File: src/rtl/serial_sub_ctrl_if.sv
// Operand/result handshake bundle for serial_sub_ctrl.
// The out_zero/out_lt flag signals exist only when SERIAL_SUB_FLAGS_EN is defined.
interface serial_sub_ctrl_if #(
    parameter int unsigned WIDTH = 8
);
    logic             in_valid;
    logic             in_ready;
    logic [WIDTH-1:0] in_a;
    logic [WIDTH-1:0] in_b;
    logic             in_bin;
    logic             out_valid;
    logic             out_ready;
    logic [WIDTH-1:0] out_diff;
    logic             out_bout;
`ifdef SERIAL_SUB_FLAGS_EN
    logic             out_zero;
    logic             out_lt;

    modport master (
        output in_valid, in_a, in_b, in_bin, out_ready,
        input  in_ready, out_valid, out_diff, out_bout, out_zero, out_lt
    );

    modport slave (
        input  in_valid, in_a, in_b, in_bin, out_ready,
        output in_ready, out_valid, out_diff, out_bout, out_zero, out_lt
    );
`else
    modport master (
        output in_valid, in_a, in_b, in_bin, out_ready,
        input  in_ready, out_valid, out_diff, out_bout
    );

    modport slave (
        input  in_valid, in_a, in_b, in_bin, out_ready,
        output in_ready, out_valid, out_diff, out_bout
    );
`endif
endinterface

File: src/rtl/serial_sub_ctrl.sv
// Bit-serial subtractor: one fullsubtractor cell time-shared LSB-first over WIDTH bits.
// Define SERIAL_SUB_FLAGS_EN to add the out_zero / out_lt result flags.
module serial_sub_ctrl #(
    parameter int unsigned WIDTH = 8
) (
    input  logic              clk,
    input  logic              rst_n,
    serial_sub_ctrl_if.slave  bus
);
    localparam int unsigned CNT_W = $clog2(WIDTH) + 1;

    typedef enum logic [1:0] {
        IDLE = 2'd0,
        RUN  = 2'd1,
        DONE = 2'd2
    } state_t;

    state_t           state_q;
    logic [WIDTH-1:0] a_sh_q;
    logic [WIDTH-1:0] b_sh_q;
    logic [WIDTH-1:0] r_sh_q;
    logic             brw_q;
    logic [CNT_W-1:0] cnt_q;
    logic             in_ready_q;
    logic             out_valid_q;

    logic             cell_diff_c;
    logic             cell_bout_c;
    logic             last_bit_c;
    logic [WIDTH-1:0] r_sh_d;

    fullsubtractor u_cell (
        .a_i    (a_sh_q[0]),
        .b_i    (b_sh_q[0]),
        .bin_i  (brw_q),
        .diff_o (cell_diff_c),
        .bout_o (cell_bout_c)
    );

    // New difference bit enters at the MSB so the result lands LSB-aligned after WIDTH shifts.
    assign r_sh_d     = (r_sh_q >> 1) | (WIDTH'(cell_diff_c) << (WIDTH - 1));
    assign last_bit_c = (cnt_q == CNT_W'(WIDTH - 1));

`ifdef SERIAL_SUB_FLAGS_EN
    logic nz_q;
    logic out_zero_q;
    logic out_lt_q;
`endif

    always_ff @(posedge clk or negedge rst_n) begin
        if (!rst_n) begin
            state_q     <= IDLE;
            a_sh_q      <= '0;
            b_sh_q      <= '0;
            r_sh_q      <= '0;
            brw_q       <= 1'b0;
            cnt_q       <= '0;
            in_ready_q  <= 1'b1;
            out_valid_q <= 1'b0;
`ifdef SERIAL_SUB_FLAGS_EN
            nz_q        <= 1'b0;
            out_zero_q  <= 1'b0;
            out_lt_q    <= 1'b0;
`endif
        end else begin
            case (state_q)
                IDLE: begin
                    if (bus.in_valid && in_ready_q) begin
                        a_sh_q     <= bus.in_a;
                        b_sh_q     <= bus.in_b;
                        brw_q      <= bus.in_bin;
                        cnt_q      <= '0;
                        in_ready_q <= 1'b0;
                        state_q    <= RUN;
`ifdef SERIAL_SUB_FLAGS_EN
                        nz_q       <= 1'b0;
`endif
                    end
                end
                RUN: begin
                    brw_q  <= cell_bout_c;
                    r_sh_q <= r_sh_d;
                    a_sh_q <= a_sh_q >> 1;
                    b_sh_q <= b_sh_q >> 1;
                    cnt_q  <= cnt_q + CNT_W'(1);
`ifdef SERIAL_SUB_FLAGS_EN
                    nz_q   <= nz_q | cell_diff_c;
`endif
                    if (last_bit_c) begin
                        out_valid_q <= 1'b1;
                        state_q     <= DONE;
`ifdef SERIAL_SUB_FLAGS_EN
                        out_zero_q  <= ~(nz_q | cell_diff_c);
                        out_lt_q    <= cell_bout_c;
`endif
                    end
                end
                DONE: begin
                    if (bus.out_ready) begin
                        out_valid_q <= 1'b0;
                        in_ready_q  <= 1'b1;
                        state_q     <= IDLE;
`ifdef SERIAL_SUB_FLAGS_EN
                        out_zero_q  <= 1'b0;
                        out_lt_q    <= 1'b0;
`endif
                    end
                end
                default: begin
                    state_q <= IDLE;
                end
            endcase
        end
    end

    assign bus.in_ready  = in_ready_q;
    assign bus.out_valid = out_valid_q;
    assign bus.out_diff  = r_sh_q;
    assign bus.out_bout  = brw_q;
`ifdef SERIAL_SUB_FLAGS_EN
    assign bus.out_zero  = out_zero_q;
    assign bus.out_lt    = out_lt_q;
`endif

endmodule

// Single-bit full subtractor: diff = a - b - bin, bout = borrow out.
module fullsubtractor (
    input  logic a_i,
    input  logic b_i,
    input  logic bin_i,
    output logic diff_o,
    output logic bout_o
);
    assign diff_o = a_i ^ b_i ^ bin_i;
    assign bout_o = (~a_i & b_i) | (~(a_i ^ b_i) & bin_i);
endmodule
File: src/flat_wrapper.sv
// flat-port wrapper written by rule: the top's interface ports become plain ports
module serial_sub_ctrl_flat 
#(
    parameter int unsigned WIDTH = 8
)
  (clk, rst_n, bus_in_valid, bus_in_a, bus_in_b, bus_in_bin, bus_out_ready, bus_in_ready, bus_out_valid, bus_out_diff, bus_out_bout);
  serial_sub_ctrl_if #(.WIDTH(WIDTH)) bus_i ();
  input  logic clk;
  input  logic rst_n;
  input wire logic [$bits(bus_i.in_valid)-1:0] bus_in_valid;
  input wire logic [$bits(bus_i.in_a)-1:0] bus_in_a;
  input wire logic [$bits(bus_i.in_b)-1:0] bus_in_b;
  input wire logic [$bits(bus_i.in_bin)-1:0] bus_in_bin;
  input wire logic [$bits(bus_i.out_ready)-1:0] bus_out_ready;
  output wire logic [$bits(bus_i.in_ready)-1:0] bus_in_ready;
  output wire logic [$bits(bus_i.out_valid)-1:0] bus_out_valid;
  output wire logic [$bits(bus_i.out_diff)-1:0] bus_out_diff;
  output wire logic [$bits(bus_i.out_bout)-1:0] bus_out_bout;
  assign bus_i.in_valid = bus_in_valid;
  assign bus_i.in_a = bus_in_a;
  assign bus_i.in_b = bus_in_b;
  assign bus_i.in_bin = bus_in_bin;
  assign bus_i.out_ready = bus_out_ready;
  assign bus_in_ready = bus_i.in_ready;
  assign bus_out_valid = bus_i.out_valid;
  assign bus_out_diff = bus_i.out_diff;
  assign bus_out_bout = bus_i.out_bout;
  serial_sub_ctrl #(.WIDTH(WIDTH)) u_core (.clk(clk), .rst_n(rst_n), .bus(bus_i));
endmodule
File: config.mk
export PLATFORM = sky130hd
export DESIGN_NAME = serial_sub_ctrl_flat
export DESIGN_NICKNAME = d
export VERILOG_FILES = /design/src/rtl/serial_sub_ctrl_if.sv /design/src/rtl/serial_sub_ctrl.sv /design/src/flat_wrapper.sv
export SDC_FILE = /design/constraint.sdc
export NUM_CORES = 1
export LEC_CHECK = 0
export CELL_PAD_IN_SITES_DETAIL_PLACEMENT = 1
export CELL_PAD_IN_SITES_GLOBAL_PLACEMENT = 1
export CORE_MARGIN = 4
export CORE_UTILIZATION = 35
export CTS_BUF_LIST = sky130_fd_sc_hd__clkbuf_4
export DETAILED_ROUTE_END_ITERATION = 8
export PLACE_DENSITY_LB_ADDON = 0.1
export SLEW_MARGIN = 20
export SYNTH_ARGS = -nofsm -noshare
export SYNTH_HDL_FRONTEND = slang
export SYNTH_SLANG_ARGS = --single-unit
File: constraint.sdc
create_clock -name clk -period 4 [get_ports clk]
set_input_delay 0.8 -clock clk [delete_from_list [all_inputs] [get_ports clk]]
set_output_delay 0.8 -clock clk [all_outputs]
set_load 0.02 [all_outputs]
## Word-level counts from Yosys, hierarchy flattened

Index checks and enable logic that the tools add are counted.

- Output and inout bits: 11
- Input bits: 21
- Bits in registers: 33

- Equal/unequal tests: 6
- Add/subtract/negate cells: 1
- Reduce and logical (&&, ||, !) cells: 9
- Bitwise operators: 8
- Mux-type cells: 18

Operators with widths:

| operator | count |
|---|---|
| 8-bit one-hot mux with 2 select lines | 2 |
| 8-bit 2-to-1 mux | 2 |
| 3-bit AND reduction | 3 |
| 7-bit by 8-bit bitwise OR with 8-bit output | 1 |
| 4-bit one-hot mux with 2 select lines | 1 |
| 2-bit 2-to-1 mux | 3 |
| 1-bit one-hot mux with 2 select lines | 3 |
| 2-bit one-hot mux with 3 select lines | 1 |
| 2-bit nonzero test | 3 |
| 1-bit 2-to-1 mux | 5 |
| 4-bit by 1-bit adder with 4-bit output (second input constant) | 1 |
| 4-bit by 3-bit equality test with 1-bit output (second input constant) | 1 |
| 4-bit 2-to-1 mux | 1 |
| 2-bit by 1-bit inequality test with 1-bit output (second input constant) | 2 |
| 1-bit AND | 2 |
| 2-bit by 1-bit equality test with 1-bit output (second input constant) | 1 |
| 2-bit equality test (second input constant) | 1 |
| 2-bit zero test | 1 |
| 2-bit inequality test (second input constant) | 1 |
| 1-bit NOT | 2 |
| 2-bit AND reduction | 1 |
| 1-bit bitwise XOR | 2 |
| 1-bit logical AND | 1 |
| 1-bit bitwise OR | 1 |

## Depth between registers and ports, before layout

- Word-level depth: 5
- Depth in mapped cells: 5

## By module

Synthesis repeated with hierarchy kept, for this count alone.

- Cell total of the unflattened synthesis: 134
- Area total of the unflattened synthesis: 1496.4 um^2

Modules (own cells, without submodules):

| module | area each (um^2) | cells an instance | instances |
|---|---|---|---|
| serial_sub_ctrl | 1465.2 | 130 | 1 |
| fullsubtractor | 31.3 | 4 | 1 |

## Worst setup path before layout

Ideal clock, no wire load.

- Path type: input to register
- Start: input bus_in_valid
- End: register u_core.a_sh_q[0]
- Arrival: 1.502 ns
- Required time: 3.874 ns
- Stages on the path: 5
- Path slack: 2.372 ns
- Cell sequence: and4bb_1 > buf_6 > buf_12 > mux2i_1 > a21oi_1

- Longest elaborated chain between the ends: 3

RTL lines:

| element | line | source |
|---|---|---|
| start: declaration | flat_wrapper.sv:10 | `input wire logic [$bits(bus_i.in_valid)-1:0] bus_in_valid;` |
| 1-bit logical AND | serial_sub_ctrl.sv:68 | `if (bus.in_valid && in_ready_q) begin` |
| 2-bit by 1-bit inequality test with 1-bit output (no source line) | n/a |  |
| 2-bit AND reduction (no source line) | n/a |  |
| end signal: assignment | serial_sub_ctrl.sv:69 | `a_sh_q <= bus.in_a;` |
| end signal: assignment | serial_sub_ctrl.sv:83 | `a_sh_q <= a_sh_q >> 1;` |
| end: declaration | serial_sub_ctrl.sv:19 | `logic [WIDTH-1:0] a_sh_q;` |

Every way passes these cells.
A chain may end at the register's enable or synchronous reset.

## Worst setup path after layout

- Start: register u_core.in_ready_q (netlist: u_core.bus.in_ready)
- End: output bus_in_ready

RTL lines:

| element | line | source |
|---|---|---|
| start: declaration | serial_sub_ctrl.sv:24 | `logic in_ready_q;` |
| start signal: assignment | serial_sub_ctrl.sv:58 | `in_ready_q <= 1'b1;` |
| start signal: assignment | serial_sub_ctrl.sv:73 | `in_ready_q <= 1'b0;` |
| start signal: assignment | serial_sub_ctrl.sv:101 | `in_ready_q <= 1'b1;` |
| end: declaration | flat_wrapper.sv:15 | `output wire logic [$bits(bus_i.in_ready)-1:0] bus_in_ready;` |

No word-level cell between the ends.

==> impl_metrics.yaml <==
worst_setup_path:
  path_class: "flip-flop to output pin"
  max_stage_delay_ns: 0.61
  critPathSlowestCell: "clkdlybuf4s50_1"
  path_cells: "clkdlybuf4s50_1"
  worstPathRequired_ns: 3.20
  crit_path_start_kind: "flip-flop"
  worstPathArrival_ns: 1.50
  cp_top_family: "buffers and inverters"
  worst-path-buf-inv: 1
  cp_max_fo: 4
  end_kind: "output pin"
sta:
  worst-slew-pin-transition_ns: 0.9519
  maxSlewViolCount: 0
  relSlewSlack_pct: 36.54
  period_minus_slack_ns: 2.297
  setup_violations: 0
  rsz0062_at_grt: "false"
  fin_setup_tns_ns: 0
  setup_ws_ns: 1.703
  clock_skew_ns: 0.009903
  post-route-period-util_pct: 57.41
  fmax_mhz: 435.4
  holdWs_ns: 0.5131
  hold_violations: 0
floorplan:
  die_w_um: 73.42
  start_util_pct: 36.91
  die_h_um: 73.42
  io_pins: 32
  coreArea_mm2: 0.004058
  dieArea_mm2: 0.005390
  rows: 23
clocking:
  cts_tree: "built"
  clockRootBuffer: "clkbuf_4"
  ctsHoldBuffers: 0
  clkSlewWorstSetupHoldPaths_ns: 0.09
  clock_sinks: 33
  cts_max_path_buffers: 2
  cts_resized: 0
  clock_latency_ns: 0.33
  cts_made_buffers: 5
  cts_setup_buffers: 0
  htree_levels: 2
final_layout:
  fin_area_mm2: 0.001883
  diodes: 0
  area_delta_synth_final_pct: 25.73
  drive_gt1_share_pct: 11.45
  final_common_cell: "dfrtp_1"
  stdcell_count: 216
  fill_cells: 453
  layout_common_cells: "dfrtp_1 (32), clkdlybuf4s50_1 (31), a21oi_1 (17)"
  nNetsFinal: 188
grt:
  grt_pass1_wl_mm: 4.981
  grt_max_degree: 50
  grt_pass1_vias: 1098
  grt_overflow_total: 0
  globalRouteTotalUtil_pct: 12.28
  antenna_found_initial: 0
place:
  dp_worst_setup_slack_ns: 1.677
  portBuffers: 31
  place_congestion: 0.6884
  post-place-cells: 208
  postPlaceCellArea_mm2: 0.001827
  dp_hpwl_mm: 2.067
power:
  power.share.clock_pct: 34.3
  sw_frac_of_total_pct: 21.49
  switching_power_uw: 118.5
  leakagePower_uw: 0.0007559
  seq_power_share_pct: 60.5
  vdd_ir_drop_max_uv: 114.6
  p_comb_share_pct: 5.2
  power.internal_uw: 432.9
  power_density_mw_per_mm2: 292.8
route:
  routedWlPerCell_um: 13.96
  vias_per_cell: 4.898
  dr.pass1.iters: 4
  drtIter0Drc: 20
  drc: 0
  final_antenna_net_count: 0
  num_vias: 1058
  finalWirelength_mm: 3.015
yosys:
  yosysUniqueCellTypes: 28
  avgSynthCellArea_um2: 11.26
  ys.warnings.count: 0
  ys_ff_latch: 33
  yosysSeqAreaShare_pct: 55.22
  netlist_area_mm2: 0.001498
  synth_nets: 156
  synthCells: 133
min_path:
  hold_path_class: "flip-flop to flip-flop"
status:
  run_status: "finished, final reports clean"
job:
  drv_cap: 0
-- power groups by stage --
stage               logic [uW]  registers (uW)  clock network, uW
floorplan                 1.34             340                  0
global placement          29.2             340                  0
detailed placement        29.7             340                  0
CTS                       29.8             333                199
global route              31.5             334                215
finish                    28.8             333                189
-- path summary, 6_finish.rpt --
path	start	slack (ns)	to	cells past startpoint
worst max-delay path	u_core.bus.in_ready$_DFFE_PN1P_	1.70	bus_in_ready	1
worst min-delay path	u_core.bus.out_diff[0]$_DFFE_PN0P_	0.51	u_core.bus.out_diff[0]$_DFFE_PN0P_	1
worst max register to register	u_core.state_q[1]$_DFFE_PN0P_	2.27	u_core.bus.out_diff[1]$_DFFE_PN0P_	2
worst min register to register	u_core.bus.out_diff[0]$_DFFE_PN0P_	0.51	u_core.bus.out_diff[0]$_DFFE_PN0P_	1
max in group asynchronous	rst_n	2.80	u_core.bus.in_ready$_DFFE_PN1P_	2
min in group asynchronous	rst_n	0.87	u_core.bus.out_diff[6]$_DFFE_PN0P_	2
-- stage by stage --
| stage | total power (uW) | utilization (%) |
|---|---|---|
| floorplan | 341.4 | - |
| global placement | 369.1 | 45.02 |
| detailed placement | 369.6 | 45.02 |
| CTS | 562.7 | 46.41 |
| global route | 580.3 | 46.41 |
| finish | 551.4 | 46.41 |
-- cell type report --
| type | count | area, um2 | area share, % |
|---|---|---|---|
| clock buffers | 7 | 52.55 | 2.791 |
| clock inverters | 1 | 3.754 | 0.1993 |
| inverters | 6 | 22.52 | 1.196 |
| multi-input cells | 86 | 589.3 | 31.30 |
| flip-flops and latches | 33 | 827.0 | 43.92 |
| well taps | 50 | 62.56 | 3.322 |
| repair buffers | 33 | 325.3 | 17.28 |
-- worst register-to-register path, delay by kind of cell (launching register included) --
kind,cells,cell delay [ns]
flip-flops,1,0.42
multiplexers,1,0.43
AND/OR/NAND/NOR,1,0.78
-- layer usage --
| metal | vias to the layer above | GRT usage (%) | routed length (um) |
|---|---|---|---|
| met5 | - | 0 | 0 |
| met4 | 0 | 4.225 | 40 |
| met3 | 5 | 5.062 | 186 |
| met2 | 24 | 19.86 | 1469 |
| met1 | 509 | 14.76 | 1318 |
| li1 | 520 | - | - |
-- kinds of logic after synthesis --
group,synth area share (%)
DFF,55.22
muxes,16.04
and+or+nand+nor,9.858
AOI/OAI and AO/OA,10.53
xor gates and xnor gates,0.5849
adders and majority gates,2.172
buffers and inverters,5.597
-- state kept, by name (all words and copies together), names as in the netlist --
signal                cells
u_core.a_sh_q             8
u_core.b_sh_q             8
u_core.bus.out_diff       8
u_core.cnt_q              4
u_core.state_q            2
u_core.bus.in_ready       1
u_core.bus.out_bout       1
u_core.bus.out_valid      1
-- synth_stat cells --
library cell   n  area, um2
dfrtp_1       32      800.8
a21oi_1       17      85.08
nor2_1        16      60.06
mux2i_1       15      150.1
mux2_2         8      90.09
nand2_1        8      30.03
inv_1          6      22.52
o21ai_0        5      25.02
buf_2          3      15.01
clkbuf_1       2      7.510
nand2b_1       2      12.51
nand3_1        2      10.01
nand3b_1       2      15.01
a21o_1         1      7.510
a41oi_1        1      8.760
and4bb_1       1      12.51
buf_12         1      20.02
buf_4          1      7.510
buf_6          1      11.26
dfstp_2        1      26.28
fa_1           1      20.02
ha_1           1      12.51
nor3b_1        1      7.510
o21bai_1       1      7.510
o221ai_1       1      8.760
o22ai_1        1      6.260
o41ai_1        1      8.760
xnor2_1        1      8.760
No activity file was read; power rests on OpenSTA's default activity.
